## src/rtl/riscv_definitions.sv

```systemverilog
// Shared types and constants for the memory arbiter: FSM states, access
// size encodings, grant identifiers and the default bus timeout.
package riscv_definitions;

    typedef enum logic [1:0] {
        IDLE      = 2'b00,
        INST_WAIT = 2'b01,
        DATA_WAIT = 2'b10,
        DONE      = 2'b11
    } arb_state_e;

    typedef enum logic {
        GRANT_INST = 1'b0,
        GRANT_DATA = 1'b1
    } grant_e;

    localparam logic [1:0] SIZE_B = 2'b00;
    localparam logic [1:0] SIZE_H = 2'b01;
    localparam logic [1:0] SIZE_W = 2'b10;

    localparam int DEFAULT_TIMEOUT = 255;

endpackage

```

## src/rtl/mem_align.sv

```systemverilog
// Combinational lane logic: byte enables and store replication for the
// access being granted, and load extraction for the access in flight.
module mem_align
    import riscv_definitions::*;
(
    input  logic [1:0]  off,
    input  logic [1:0]  size,
    input  logic [31:0] wr_data,
    output logic [3:0]  be,
    output logic [31:0] lane_data,
    output logic        misaligned,
    input  logic [1:0]  ld_off,
    input  logic [1:0]  ld_size,
    input  logic [31:0] rdata,
    output logic [31:0] load_data
);

    logic [31:0] shifted;

    always_comb begin
        be         = 4'b0000;
        lane_data  = wr_data;
        misaligned = 1'b0;
        case (size)
            SIZE_B: begin
                be        = 4'b0001 << off;
                lane_data = {4{wr_data[7:0]}};
            end
            SIZE_H: begin
                be         = 4'b0011 << off;
                lane_data  = {2{wr_data[15:0]}};
                misaligned = off[0];
            end
            SIZE_W: begin
                be         = 4'b1111;
                misaligned = (off != 2'b00);
            end
            default: misaligned = 1'b1;
        endcase
    end

    // Zero-extension only; the core applies sign extension itself.
    always_comb begin
        shifted = rdata >> {ld_off, 3'b000};
        case (ld_size)
            SIZE_B:  load_data = {24'h0, shifted[7:0]};
            SIZE_H:  load_data = {16'h0, shifted[15:0]};
            default: load_data = shifted;
        endcase
    end

endmodule

```

## src/rtl/mem_arbiter.sv

```systemverilog
// Arbitrates instruction fetches and data loads/stores onto a single memory
// port with one outstanding transaction, timeout and misalignment detection.
module mem_arbiter
    import riscv_definitions::*;
#(
    parameter int TIMEOUT_CYCLES = DEFAULT_TIMEOUT,
    parameter int ADDR_W         = 32
) (
    input  logic              clk,
    input  logic              rst_n,
    input  logic              clk_en,
    input  logic              inst_rd_en,
    input  logic [31:0]       inst_addr,
    output logic              inst_ready,
    output logic [31:0]       inst_data,
    input  logic              data_rd_en_ma,
    input  logic              data_wr_en_ma,
    input  logic [31:0]       data_addr,
    input  logic [31:0]       data_wr,
    input  logic [1:0]        data_rd_wr_ctrl,
    output logic              data_ready,
    output logic [31:0]       data_rd,
    output logic              mem_req,
    output logic              mem_we,
    output logic [ADDR_W-1:0] mem_addr,
    output logic [3:0]        mem_be,
    output logic [31:0]       mem_wdata,
    input  logic              mem_ack,
    input  logic [31:0]       mem_rdata,
    output logic              bus_err,
    output logic              misalign_err,
    output arb_state_e        state_dbg
);

    // Handshake: a requester holds its enable and address until its ready
    // pulse; mem_req and its fields stay stable until mem_ack is sampled high.
    localparam int CNT_W = (TIMEOUT_CYCLES > 1) ? $clog2(TIMEOUT_CYCLES) : 1;
    localparam logic [CNT_W-1:0] WAIT_LAST = CNT_W'(TIMEOUT_CYCLES - 1);

    arb_state_e        state, state_n;
    grant_e            last_grant, last_grant_n;
    logic [CNT_W-1:0]  wait_cnt, wait_cnt_n;
    logic              mem_req_n, mem_we_n;
    logic [ADDR_W-1:0] mem_addr_n;
    logic [3:0]        mem_be_n;
    logic [31:0]       mem_wdata_n;
    logic [1:0]        acc_off, acc_off_n, acc_size, acc_size_n;
    logic              inst_ready_n, data_ready_n, bus_err_n, misalign_err_n;
    logic [31:0]       inst_data_n, data_rd_n;

    logic              inst_pend, data_pend, grant_inst, grant_data, sel_we;
    logic [31:0]       sel_addr;
    logic [1:0]        sel_size;
    logic [3:0]        be;
    logic [31:0]       lane_data, load_data;
    logic              misaligned;

    assign inst_pend  = inst_rd_en;
    assign data_pend  = data_rd_en_ma | data_wr_en_ma;
    assign grant_data = data_pend && (!inst_pend || last_grant == GRANT_INST);
    assign grant_inst = inst_pend && !grant_data;
    assign sel_addr   = grant_data ? data_addr : inst_addr;
    assign sel_size   = grant_data ? data_rd_wr_ctrl : SIZE_W;
    assign sel_we     = grant_data && data_wr_en_ma;
    assign state_dbg  = state;

    mem_align u_align (
        .off       (sel_addr[1:0]),
        .size      (sel_size),
        .wr_data   (data_wr),
        .be        (be),
        .lane_data (lane_data),
        .misaligned(misaligned),
        .ld_off    (acc_off),
        .ld_size   (acc_size),
        .rdata     (mem_rdata),
        .load_data (load_data)
    );

    always_comb begin
        state_n        = state;
        last_grant_n   = last_grant;
        wait_cnt_n     = wait_cnt;
        mem_req_n      = mem_req;
        mem_we_n       = mem_we;
        mem_addr_n     = mem_addr;
        mem_be_n       = mem_be;
        mem_wdata_n    = mem_wdata;
        acc_off_n      = acc_off;
        acc_size_n     = acc_size;
        inst_ready_n   = 1'b0;
        data_ready_n   = 1'b0;
        bus_err_n      = 1'b0;
        misalign_err_n = 1'b0;
        inst_data_n    = inst_data;
        data_rd_n      = data_rd;
        case (state)
            IDLE: begin
                if (grant_inst || grant_data) begin
                    last_grant_n = grant_data ? GRANT_DATA : GRANT_INST;
                    acc_off_n    = sel_addr[1:0];
                    acc_size_n   = sel_size;
                    if (misaligned) begin
                        // Rejected without touching memory; answer next cycle.
                        state_n        = DONE;
                        misalign_err_n = 1'b1;
                        if (grant_data) begin
                            data_ready_n = 1'b1;
                            data_rd_n    = '0;
                        end else begin
                            inst_ready_n = 1'b1;
                            inst_data_n  = '0;
                        end
                    end else begin
                        state_n     = grant_data ? DATA_WAIT : INST_WAIT;
                        mem_req_n   = 1'b1;
                        mem_we_n    = sel_we;
                        mem_addr_n  = ADDR_W'({sel_addr[31:2], 2'b00});
                        mem_be_n    = be;
                        mem_wdata_n = lane_data;
                        wait_cnt_n  = '0;
                    end
                end
            end
            INST_WAIT, DATA_WAIT: begin
                if (mem_ack) begin
                    state_n   = DONE;
                    mem_req_n = 1'b0;
                    if (state == DATA_WAIT) begin
                        data_ready_n = 1'b1;
                        data_rd_n    = load_data;
                    end else begin
                        inst_ready_n = 1'b1;
                        inst_data_n  = load_data;
                    end
                end else if (wait_cnt == WAIT_LAST) begin
                    state_n   = DONE;
                    mem_req_n = 1'b0;
                    bus_err_n = 1'b1;
                    if (state == DATA_WAIT) begin
                        data_ready_n = 1'b1;
                        data_rd_n    = '0;
                    end else begin
                        inst_ready_n = 1'b1;
                        inst_data_n  = '0;
                    end
                end else begin
                    wait_cnt_n = wait_cnt + 1'b1;
                end
            end
            DONE: begin
                state_n    = IDLE;
                wait_cnt_n = '0;
            end
            default: state_n = IDLE;
        endcase
    end

    always_ff @(posedge clk or negedge rst_n) begin
        if (!rst_n) begin
            state        <= IDLE;
            last_grant   <= GRANT_INST;
            wait_cnt     <= '0;
            mem_req      <= 1'b0;
            mem_we       <= 1'b0;
            mem_addr     <= '0;
            mem_be       <= '0;
            mem_wdata    <= '0;
            acc_off      <= '0;
            acc_size     <= SIZE_W;
            inst_ready   <= 1'b0;
            data_ready   <= 1'b0;
            bus_err      <= 1'b0;
            misalign_err <= 1'b0;
            inst_data    <= '0;
            data_rd      <= '0;
        end else if (clk_en) begin
            state        <= state_n;
            last_grant   <= last_grant_n;
            wait_cnt     <= wait_cnt_n;
            mem_req      <= mem_req_n;
            mem_we       <= mem_we_n;
            mem_addr     <= mem_addr_n;
            mem_be       <= mem_be_n;
            mem_wdata    <= mem_wdata_n;
            acc_off      <= acc_off_n;
            acc_size     <= acc_size_n;
            inst_ready   <= inst_ready_n;
            data_ready   <= data_ready_n;
            bus_err      <= bus_err_n;
            misalign_err <= misalign_err_n;
            inst_data    <= inst_data_n;
            data_rd      <= data_rd_n;
        end
    end

endmodule

```

## config.mk

```make
export PLATFORM = sky130hd
export DESIGN_NAME = mem_arbiter
export DESIGN_NICKNAME = d
export VERILOG_FILES = /design/src/rtl/riscv_definitions.sv /design/src/rtl/mem_align.sv /design/src/rtl/mem_arbiter.sv
export SDC_FILE = /design/constraint.sdc
export NUM_CORES = 1
export LEC_CHECK = 0
export ABC_AREA = 0
export CORE_UTILIZATION = 50
export DETAILED_ROUTE_END_ITERATION = 10
export DONT_BUFFER_PORTS = 1
export GPL_TIMING_DRIVEN = 0
export PLACE_DENSITY = 0.68
export SETUP_SLACK_MARGIN = 0.02
export SYNTH_ARGS = -nofsm -noshare
export SYNTH_HDL_FRONTEND = slang
export SYNTH_SLANG_ARGS = --single-unit
```

## constraint.sdc

```tcl
create_clock -name clk -period 4.28 [get_ports clk]
set_input_delay 0.428 -clock clk [delete_from_list [all_inputs] [get_ports clk]]
set_output_delay 0.428 -clock clk [all_outputs]
set_load 0.05 [all_outputs]
```

==> metrics.txt, run 1 <==
status completed; Mapped Cells 730; worst-path fanout max 10; worst hold path type primary input to async pin; post-synth top area share 0.5083; Top Layer Used met4; I/O pins 277; FILL cells between 1,000 and 1,500; achievable clock frequency ~0.33 GHz; number of global-route vias before repair 5,706; most frequent cells in the layout 150 x dfrtp_1, 149 x nand2_1, 73 x nor2_1; CP max-delay cell dfrtp_1; Core Region about 0.014 mm2; Initial Util 0.5100; total power draw 8.042 mW; DIE WIDTH 123.5 um; EDFF count, synth 0; worst IR drop on VDD 0.4649 mV; synthesized area 0.007385 mm2; syn avg cell area between 10 and 15 um2; switching power total around 4.3 mW; layout cells sized above 1 0.1612; DRT Wirelength 19,680 um; row count 44; sequential fraction of the synthesis area 0.5119; DR WL/cell 20.79 um; Pwr Density around 1000 mW/mm2; CP Capture Type flop; Die ar. 0.01526 mm2; max_cap viols 0; power share of the combinational group 0.255; Crit path largest cell delay about 0.71 ns; Synth Register Bits approximately 150; CP Data Required Time 4.59 ns; worst-path cell chain inv_1 -> ha_1 -> and2b_2 -> o21ai_2 -> nand3b_2 -> a2111oi_4 -> buf_6 -> mux2_4; Critical Path End data_rd[12]; Resized cells post-CTS 0; Worst-path clk slew 0.06 ns; register area 0.003780 mm2; final-report hold violation count 0; area occupied by multi-input gates 0.003321 mm2; Port Buffers 0; Final Cycle Share 0.7033; R2R depth 8; DP HPWL ~15,000 um; Initial DRC Count 247; DR vias about 5,600; startpoint types flop; Total GRT Usage 0.2628; Critical R2R Capture data_rd[12]; internal power ~3.8 mW; max-slew violations 0; Inserted Clock Buffers 17; Ys Warns 0; Arr. time, crit path roughly 3.3 ns; CTS Sinks ~150; M1 WL 7426 um; ys async rst share 1.000; DRT Pass-1 Iters 4; Worst-Margin Slew 0.9918 ns; commonest non-fill, non-tap cell in the layout dfrtp_1; Antenna Cells 0; Clock Root Buffer clkbuf_16; Worst R2R Setup Slack 1.27 ns; clock latency on the worst-skew pair 0.43 ns; area delta synth->final 11.11%; first-pass GRT wire length 29,790 um; GRT Residual Overflow 0; Crit Path Class flop to flop; final setup vio count 0; Max H-tree Level 4; antenna-violating nets left 0; Most used DFF post-synth dfrtp_1; Avg Vias per Cell 5.939; Max-slew headroom 0.3318; Leakage 3.764 nW; Crit. Startpoint state_dbg[0]; TritonCTS clock tree built; antenna violations before repair 0; routed wl met3 between 2000 and 2500 um; drt drc 0; placer congestion estimate roughly 0.89; area leader, netlist dfrtp_1; RSZ-0062 raised after global routing false; Worst Clk Skew 0.01093 ns; clock share of power 0.176; library cells used by synthesis 57; setup TNS 0 ns; Sw Share 0.5329; min Tclk post-route 3.010 ns; synth top area cells dfrtp_1 51%, nand2_1 7.6%, mux2i_1 6.4%; Die Height about 120 um; maximum buffer depth of the clock tree 2; reg2reg start state_dbg[0]; Final Net Count between 800 and 900; met2 wire len 9633 um; Flop pwr share 0.569; largest net degree at the start of global routing 152
flip-flops by register name (all words and copies together) (netlist names):
name	count
data_rd	32
bus_err	1
inst_data	32
misalign_err	1
data_ready	1
acc_off	2
state_dbg	2
last_grant	1
mem_be	4
mem_wdata	32
inst_ready	1
mem_we	1
wait_cnt	8
mem_addr	30
mem_req	1
acc_size	2
timing repair:
action                                  4_1_cts  5_1_grt
hold buffers                                  1        0
buffers inserted                              0        0
endpoints found under the setup margin        0        0
endpoints found under the hold margin       151        0
power groups by stage:
stage / Combinational [mW] / Clock (mW) / Sequential (mW)
global route: 2.30 / 1.50 / 4.66
CTS: 2.06 / 1.44 / 4.58
global placement: 1.93 / 0 / 4.58
floorplan: 1.64 / 0 / 4.41
finish: 2.05 / 1.42 / 4.57
detailed placement: 2.02 / 0 / 4.61
layer usage:
metal	vias up	GRT usage
li1	2563	-
met1	2727	0.2928
met2	290	0.4365
met3	44	0.1019
met4	0	0.1325
met5	-	0
logic make-up (layout without fill, tap and decap cells):
kind of cell             Yosys count  count (layout)  synth area share
buffers and inverters             61              93           0.03897
AO/OA/AOI/OAI                    138             138            0.1198
other                              1               2         0.0005078
flip-flops                       151             151            0.5119
AND/OR/NAND/NOR                  271             271            0.1584
adder cells (fa/ha/maj)            6               6           0.01017
multiplexers                     102             102            0.1603
worst min path at each step:
stage / start / end / slack (ns) / depth (start not counted)
after CTS: rst_n / data_rd[22] / 0.04 / 1
final: rst_n / data_rd[17] / 0.01 / 1
after detailed placement: rst_n / data_rd[25] / 0.14 / 0
after floorplan: rst_n / acc_off[0] / 0.13 / 0
after global placement: rst_n / wait_cnt[0] / 0.14 / 0
after global routing: rst_n / inst_data[22] / 0.07 / 1
Yosys cell counts (all sizes together) (2+ instances only):
cell      n
a211oi   16
a21o      2
a21oi    20
a31oi    35
and2      5
buf      15
clkbuf   31
dfrtp   150
ha        6
inv      15
mux2     55
mux2i    47
nand2   150
nand2b    2
nand3    14
nand3b    4
nand4     2
nor2     74
nor2b     9
nor3      3
o211ai    3
o21ai    46
o22ai     4
o32ai     2
or4       5
cell type report:
| class | count | area share |
|---|---|---|
| Multi-Input combinational cell | 519 | 0.4047 |
| Tap cell | 184 | 0.02806 |
| Timing Repair Buffer | 1 | 0.003355 |
| Inverter | 15 | 0.006862 |
| Clock inverter | 10 | 0.01205 |
| Buffer | 46 | 0.02821 |
| Sequential cell | 151 | 0.4607 |
| Clock buffer | 21 | 0.05611 |
worst max-delay path, delay by kind of cell, from the launching register on:
family	cells	cell delay (ns)
simple gates	2	0.37
buf+inv	2	0.43
fa+ha+maj	1	0.39
mux	1	0.32
compound gates	2	0.65
flops	1	0.71
per-stage QoR:
step                std cells  hold slack, ns  cell area, um2  utilization  setup slack (ns)
floorplan                 731          0.1324            7388            -             1.614
global placement          915          0.1397            7619       0.5262             1.297
detailed placement        915          0.1370            7619       0.5262             1.273
CTS                       947         0.04360            8205       0.5667             1.231
global route              947         0.07259            8205       0.5667             1.099
finish                    947         0.01304            8205       0.5667             1.270
(Power assumes the default switching activity.)
==> run 2, diff against run 1 <==
PLACE_DENSITY = 0.71   (was 0.68)
clock period = 2.5 ns   (was 4.28 ns; I/O delays follow)
==> run 2 against run 1 <==
The run now ends with negative hold slack left. Via count grew 8.1%. Sequential power grew 72%. Critical path depth grew 1. Die area is the same. First-iteration DRC count grew 45%. Combinational power grew 87%. Maximum frequency grew 25%. Routed wire length grew 11%.
==> metrics.txt, run 2 (synthesis results as in run 1) <==
Crit Path Class flop to flop; Leakage 4.110 nW (+9.2%); Die ar. 0.01526 mm2 (unchanged); Place WS -0.2483 ns (-1.521 ns); worst-path fanout max 10 (unchanged); critical path buffer and inverter count 3 (+1); placer congestion estimate 0.9174 (+2.7%); placed cell area 0.007621 mm2 (about the same); max_cap viols 0 (unchanged); number of global-route vias before repair 6,198 (+8.6%); worst hold path type primary input to async pin; GRT Residual Overflow 0 (unchanged); final setup vio count 0 (unchanged); layout cells sized above 1 0.1643 (+0.003063); DR vias 6,082 (+8.1%); DRT Wirelength 21,840 um (+11%); drt drc 0 (unchanged); worst IR drop on VDD 0.9954 mV (+110%); max-slew violations 0 (unchanged); maximum buffer depth of the clock tree 2 (unchanged); hold_buf cts 68 (+67); min Tclk post-route 2.411 ns (-0.5996 ns); final-report hold violation count 151 (+151); Worst Clk Skew 0.005569 ns (-0.005359 ns); clock latency on the worst-skew pair 0.42 ns (about the same); tightest hold margin -0.4710 ns (-0.4840 ns); status finished, violations left; setup TNS 0 ns (unchanged); CP Data Required Time 2.80 ns (-1.79 ns); fin util 0.6229 (+0.05617); post-route cell area 0.009019 mm2 (+9.9%); RSZ-0062 raised after global routing true; worst-path cell chain inv_2 -> ha_4 -> and2b_2 -> o21ai_4 -> nand3b_4 -> a2111oi_4 -> buf_6 -> buf_12 -> mux2_4; top flop regs data_rd x32, inst_data x32, mem_wdata x32; TritonCTS clock tree built; placed instance count 915 (unchanged); Final Net Count 965 (+7.9%); antenna-violating nets left 0 (unchanged); most frequent cells in the layout 148 x nand2_1, 148 x dfrtp_1, 73 x nor2_1; Initial DRC Count 357 (+45%); Total GRT Usage 0.2853 (+0.02242); CTS Sinks 151 (unchanged); CP Capture Type flop; Finished Layout Cells 1,018 (+7.5%); DP HPWL 14,890 um (+0.76%); first-pass GRT wire length 32,640 um (+9.5%); total power draw 14.35 mW (+78%); Antenna Cells 0 (unchanged); area delta synth->final 22.13%; I/O pins 277 (unchanged); Pwr Density 1591 mW/mm2 (+62%); DRT Pass-1 Iters 5 (+1); Arr. time, crit path 2.71 ns (-0.61 ns); Crit. Startpoint state_dbg[1]; row count 44 (unchanged); Port Buffers 0 (unchanged); Max H-tree Level 4 (unchanged); DR WL/cell 21.45 um (+3.2%); Core Region 0.01448 mm2 (unchanged); antenna violations before repair 0 (unchanged); worst setup margin 0.08943 ns (-1.180 ns); Avg Vias per Cell 5.974 (+0.60%); achievable clock frequency 0.4148 GHz (+25%); Worst-Margin Slew 0.9234 ns (-0.06838 ns); Initial Util 0.5100 (unchanged); Final Cycle Share 0.9642 (+0.2609); Die Height 123.5 um (unchanged); CP delay by family, top flip-flops; reg2reg start state_dbg[1]; Crit path largest cell delay 0.57 ns (-0.14 ns); DIE WIDTH 123.5 um (unchanged); startpoint types flop; Worst-path clk slew 0.06 ns (about the same); Inserted Clock Buffers 17 (unchanged); largest net degree at the start of global routing 152 (unchanged); Max-slew headroom 0.3779 (+0.04607); CP max-delay cell dfrtp_2; Clock Root Buffer clkbuf_16; violated checks negative hold slack
[run 2: routing by layer]
metal  GRT usage  up-vias  part of all wire
met4      0.1325        0             0.032
li1            -     2699                 -
met1      0.3132     2983              0.36
met5           0        -                 0
met3      0.1001       57             0.098
met2      0.4923      343              0.51
[run 2: worst reg2reg max path, cell delays in order (launching register included)]
cell       delay, ns
dfrtp_2         0.57
inv_2           0.11
ha_4            0.25
and2b_2         0.22
o21ai_4         0.09
nand3b_4        0.11
a2111oi_4       0.29
buf_6           0.19
buf_12          0.16
mux2_4          0.30
[run 2: cell type report]
cell class | instances | area [um2]
Inverter | 15 | 58.81
Clock inverter | 14 | 175.2
Tap cell | 184 | 230.2
Multi-Input combinational cell | 519 | 3368
Sequential cell | 151 | 3785
Timing Repair Buffer | 72 | 714.4
Clock buffer | 17 | 425.4
Fill cell | 1151 | 5460
Buffer | 46 | 261.5
[run 2: final timing paths]
kind                       cells past startpoint           to  slack [ns]
setup / recovery                               9   data_rd[7]        0.09
hold / removal                                 0  data_rd[24]       -0.47
setup reg to reg                               9   data_rd[7]        0.09
hold reg to reg                                2  acc_size[0]        0.53
max in group asynchronous                      0  acc_size[1]        2.69
min in group clk                               2  data_rd[26]           0
[run 2: repair_timing]
| item | CTS | global route |
|---|---|---|
| hold endpoints to repair | 195 | 151 |
| pin swaps | 1 | 0 |
| endpoints found under the setup margin | 75 | 88 |
| resized for setup | 9 | 13 |
| buffers inserted | 2 | 2 |
[run 2: power breakdown]
part	switching [mW]	leakage, nW	internal, mW	total [mW]
Sequential	4.41	1.92	3.46	7.88
Combinational	2.07	1.90	1.78	3.84
Clock	1.05	0.292	1.58	2.63
Total	7.53	4.11	6.82	14.3
==> run 3, diff against run 2 <==
--- a/constraint.sdc
+++ b/constraint.sdc
@@ -3,2 +3,2 @@
 set_output_delay 0.25 -clock clk [all_outputs]
-set_load 0.05 [all_outputs]
+set_load 0.02 [all_outputs]
==> run 3 against run 2 <==
The run still ends with negative hold slack left. Sequential share of layout area down 0.057 points. Utilization about the same. Via count down 1.3%. Critical endpoint is now data_rd[2].
==> metrics.txt, run 3 (synthesis results as in run 1) <==
status finished, violations left; violated checks negative hold slack; number of global-route vias before repair 6,110 (-1.4%); Max H-tree Level 4 (unchanged); Final Cycle Share 0.9638 (about the same); Worst-Margin Slew 1.102 ns (+0.1785 ns); startpoint types flop; placed instance count 915 (unchanged); Clock Root Buffer clkbuf_16; min Tclk post-route 2.409 ns (-0.001126 ns); Max-slew headroom 0.2576 (-0.1203); drt drc 0 (unchanged); I/O pins 277 (unchanged); Antenna Cells 0 (unchanged); RSZ-0062 raised after global routing false; Worst-path clk slew 0.06 ns (about the same); clock latency on the worst-skew pair 0.42 ns (about the same); row count 44 (unchanged); post-route cell area 0.009025 mm2 (about the same); DRT Pass-1 Iters 5 (unchanged); max-slew violations 0 (unchanged); Die Height 123.5 um (unchanged); most frequent cells in the layout 148 x nand2_1, 148 x dfrtp_1, 73 x nor2_1; top flop regs data_rd x32, inst_data x32, mem_wdata x32; layout cells sized above 1 0.1613 (-0.002978); DP HPWL 14,680 um (-1.4%); Total GRT Usage 0.2790 (-0.006299); worst IR drop on VDD 0.6923 mV (-30%); Core Region 0.01448 mm2 (unchanged); worst-path fanout max 10 (unchanged); worst hold path type primary input to async pin; DRT Wirelength 21,490 um (-1.6%); Die ar. 0.01526 mm2 (unchanged); largest net degree at the start of global routing 152 (unchanged); clock share of power 0.225 (+0.042); switching power total 5.191 mW (-31%); Crit Path Class flop to flop; CTS Sinks 151 (unchanged); final setup vio count 0 (unchanged); tightest hold margin -0.4704 ns (+0.0006230 ns); placed cell area 0.007619 mm2 (about the same); max_cap viols 0 (unchanged); antenna violations before repair 0 (unchanged); Sw Share 0.4298 (-0.09492); first-pass GRT wire length 32,180 um (-1.4%); internal power 6.886 mW (+0.99%); antenna-violating nets left 0 (unchanged); Final Net Count 967 (+0.21%); Inserted Clock Buffers 17 (unchanged); placer congestion estimate 0.9261 (+0.95%); achievable clock frequency 0.4150 GHz (about the same); CP Capture Type flop; Pwr Density 1338 mW/mm2 (-16%); CP Data Required Time 2.80 ns (about the same); final-report hold violation count 151 (unchanged); DR vias 6,001 (-1.3%); DR WL/cell 21.05 um (-1.9%); power share of the combinational group 0.305 (+0.037); maximum buffer depth of the clock tree 2 (unchanged); Initial Util 0.5100 (unchanged); TritonCTS clock tree built; Port Buffers 0 (unchanged); Finished Layout Cells 1,021 (+0.29%); DIE WIDTH 123.5 um (unchanged); area delta synth->final 22.21% (about the same); Arr. time, crit path 2.71 ns (about the same); hold_buf cts 72 (+5.9%); Flop pwr share 0.469 (-0.080); Leakage 4.107 nW (about the same); Initial DRC Count 386 (+8.1%); fin util 0.6233 (about the same); GRT Residual Overflow 0 (unchanged); Worst Clk Skew 0.005775 ns (+0.0002058 ns); Avg Vias per Cell 5.878 (-1.6%)
[run 3: changes by cell type in the layout (fill, tap and decap cells not counted), moves of 2 or more]
cell           before  now
dlygate4sd3_1      68   72
buf_12              3    0
buf_8               0    3
buf_4               6    4
clkinv_2            3    1
clkinvlp_4          2    4
[run 3: routing by layer]
layer | track usage | share of wire | wire [um] | up-vias
met4 | 0.1009 | 0.022 | 474 | 0
met3 | 0.09732 | 0.096 | 2067 | 42
li1 | - | - | - | 2707
met2 | 0.4822 | 0.50 | 10780 | 314
met5 | 0 | 0 | 0 | -
met1 | 0.3173 | 0.38 | 8166 | 2938
[run 3: critical path: stages, from the launching register on]
cell and delay [ns]:
dfrtp_2 0.50, inv_2 0.11, ha_2 0.31, and2b_2 0.22, o21ai_2 0.11, nand3b_2 0.15
a2111oi_4 0.22, buf_6 0.18, buf_8 0.17, mux2_4 0.31
[run 3: cell type report]
cell class,count,area (um2)
Clock buffer,18,429.2
Tap cell,184,230.2
Inverter,15,56.30
Clock inverter,14,198.9
Buffer,46,246.5
Fill cell,1143,5454
Timing Repair Buffer,74,739.5
Multi-Input combinational cell,519,3342
Sequential cell,151,3782
[run 3: worst paths after layout]
check / from / end / cells past startpoint / slack [ns]
min in group clk: data_addr[3] / mem_addr[3] / 2 / 0.02
max reg2reg: state_dbg[0] / data_rd[2] / 9 / 0.09
max in group asynchronous: rst_n / acc_size[1] / 0 / 2.77
max: state_dbg[0] / data_rd[2] / 9 / 0.09
min reg2reg: acc_size[0] / acc_size[0] / 2 / 0.53
min: rst_n / data_rd[24] / 0 / -0.47
[run 3: metrics by stage]
step	total power [mW]	hold slack, ns	setup TNS [ns]	setup WS (ns)
detailed placement	9.111	-0.03988	-14.14	-0.3409
global route	12.76	-0.4920	0	0.01532
floorplan	8.147	-0.04559	0	0.06031
global placement	8.928	-0.03759	-10.57	-0.2898
CTS	12.00	-0.4861	0	0.009423
finish	12.08	-0.4704	0	0.09056
[run 3: power groups by stage]
stage | sequential (mW) | clock (mW) | combinational [mW]
3_5_place_dp | 5.68 | 0 | 3.43
2_1_floorplan | 5.34 | 0 | 2.81
3_3_place_gp | 5.64 | 0 | 3.28
4_1_cts | 5.66 | 2.76 | 3.58
6_report | 5.67 | 2.72 | 3.69
5_1_grt | 5.80 | 2.86 | 4.09
[run 3: timing repair]
item / in CTS / in global routing
gates resized for setup: 5 / 11
pin swaps: 1 / 0
endpoints found under the hold margin: 200 / 151
setup buffers: 2 / 0
endpoints found under the setup margin: 82 / 92
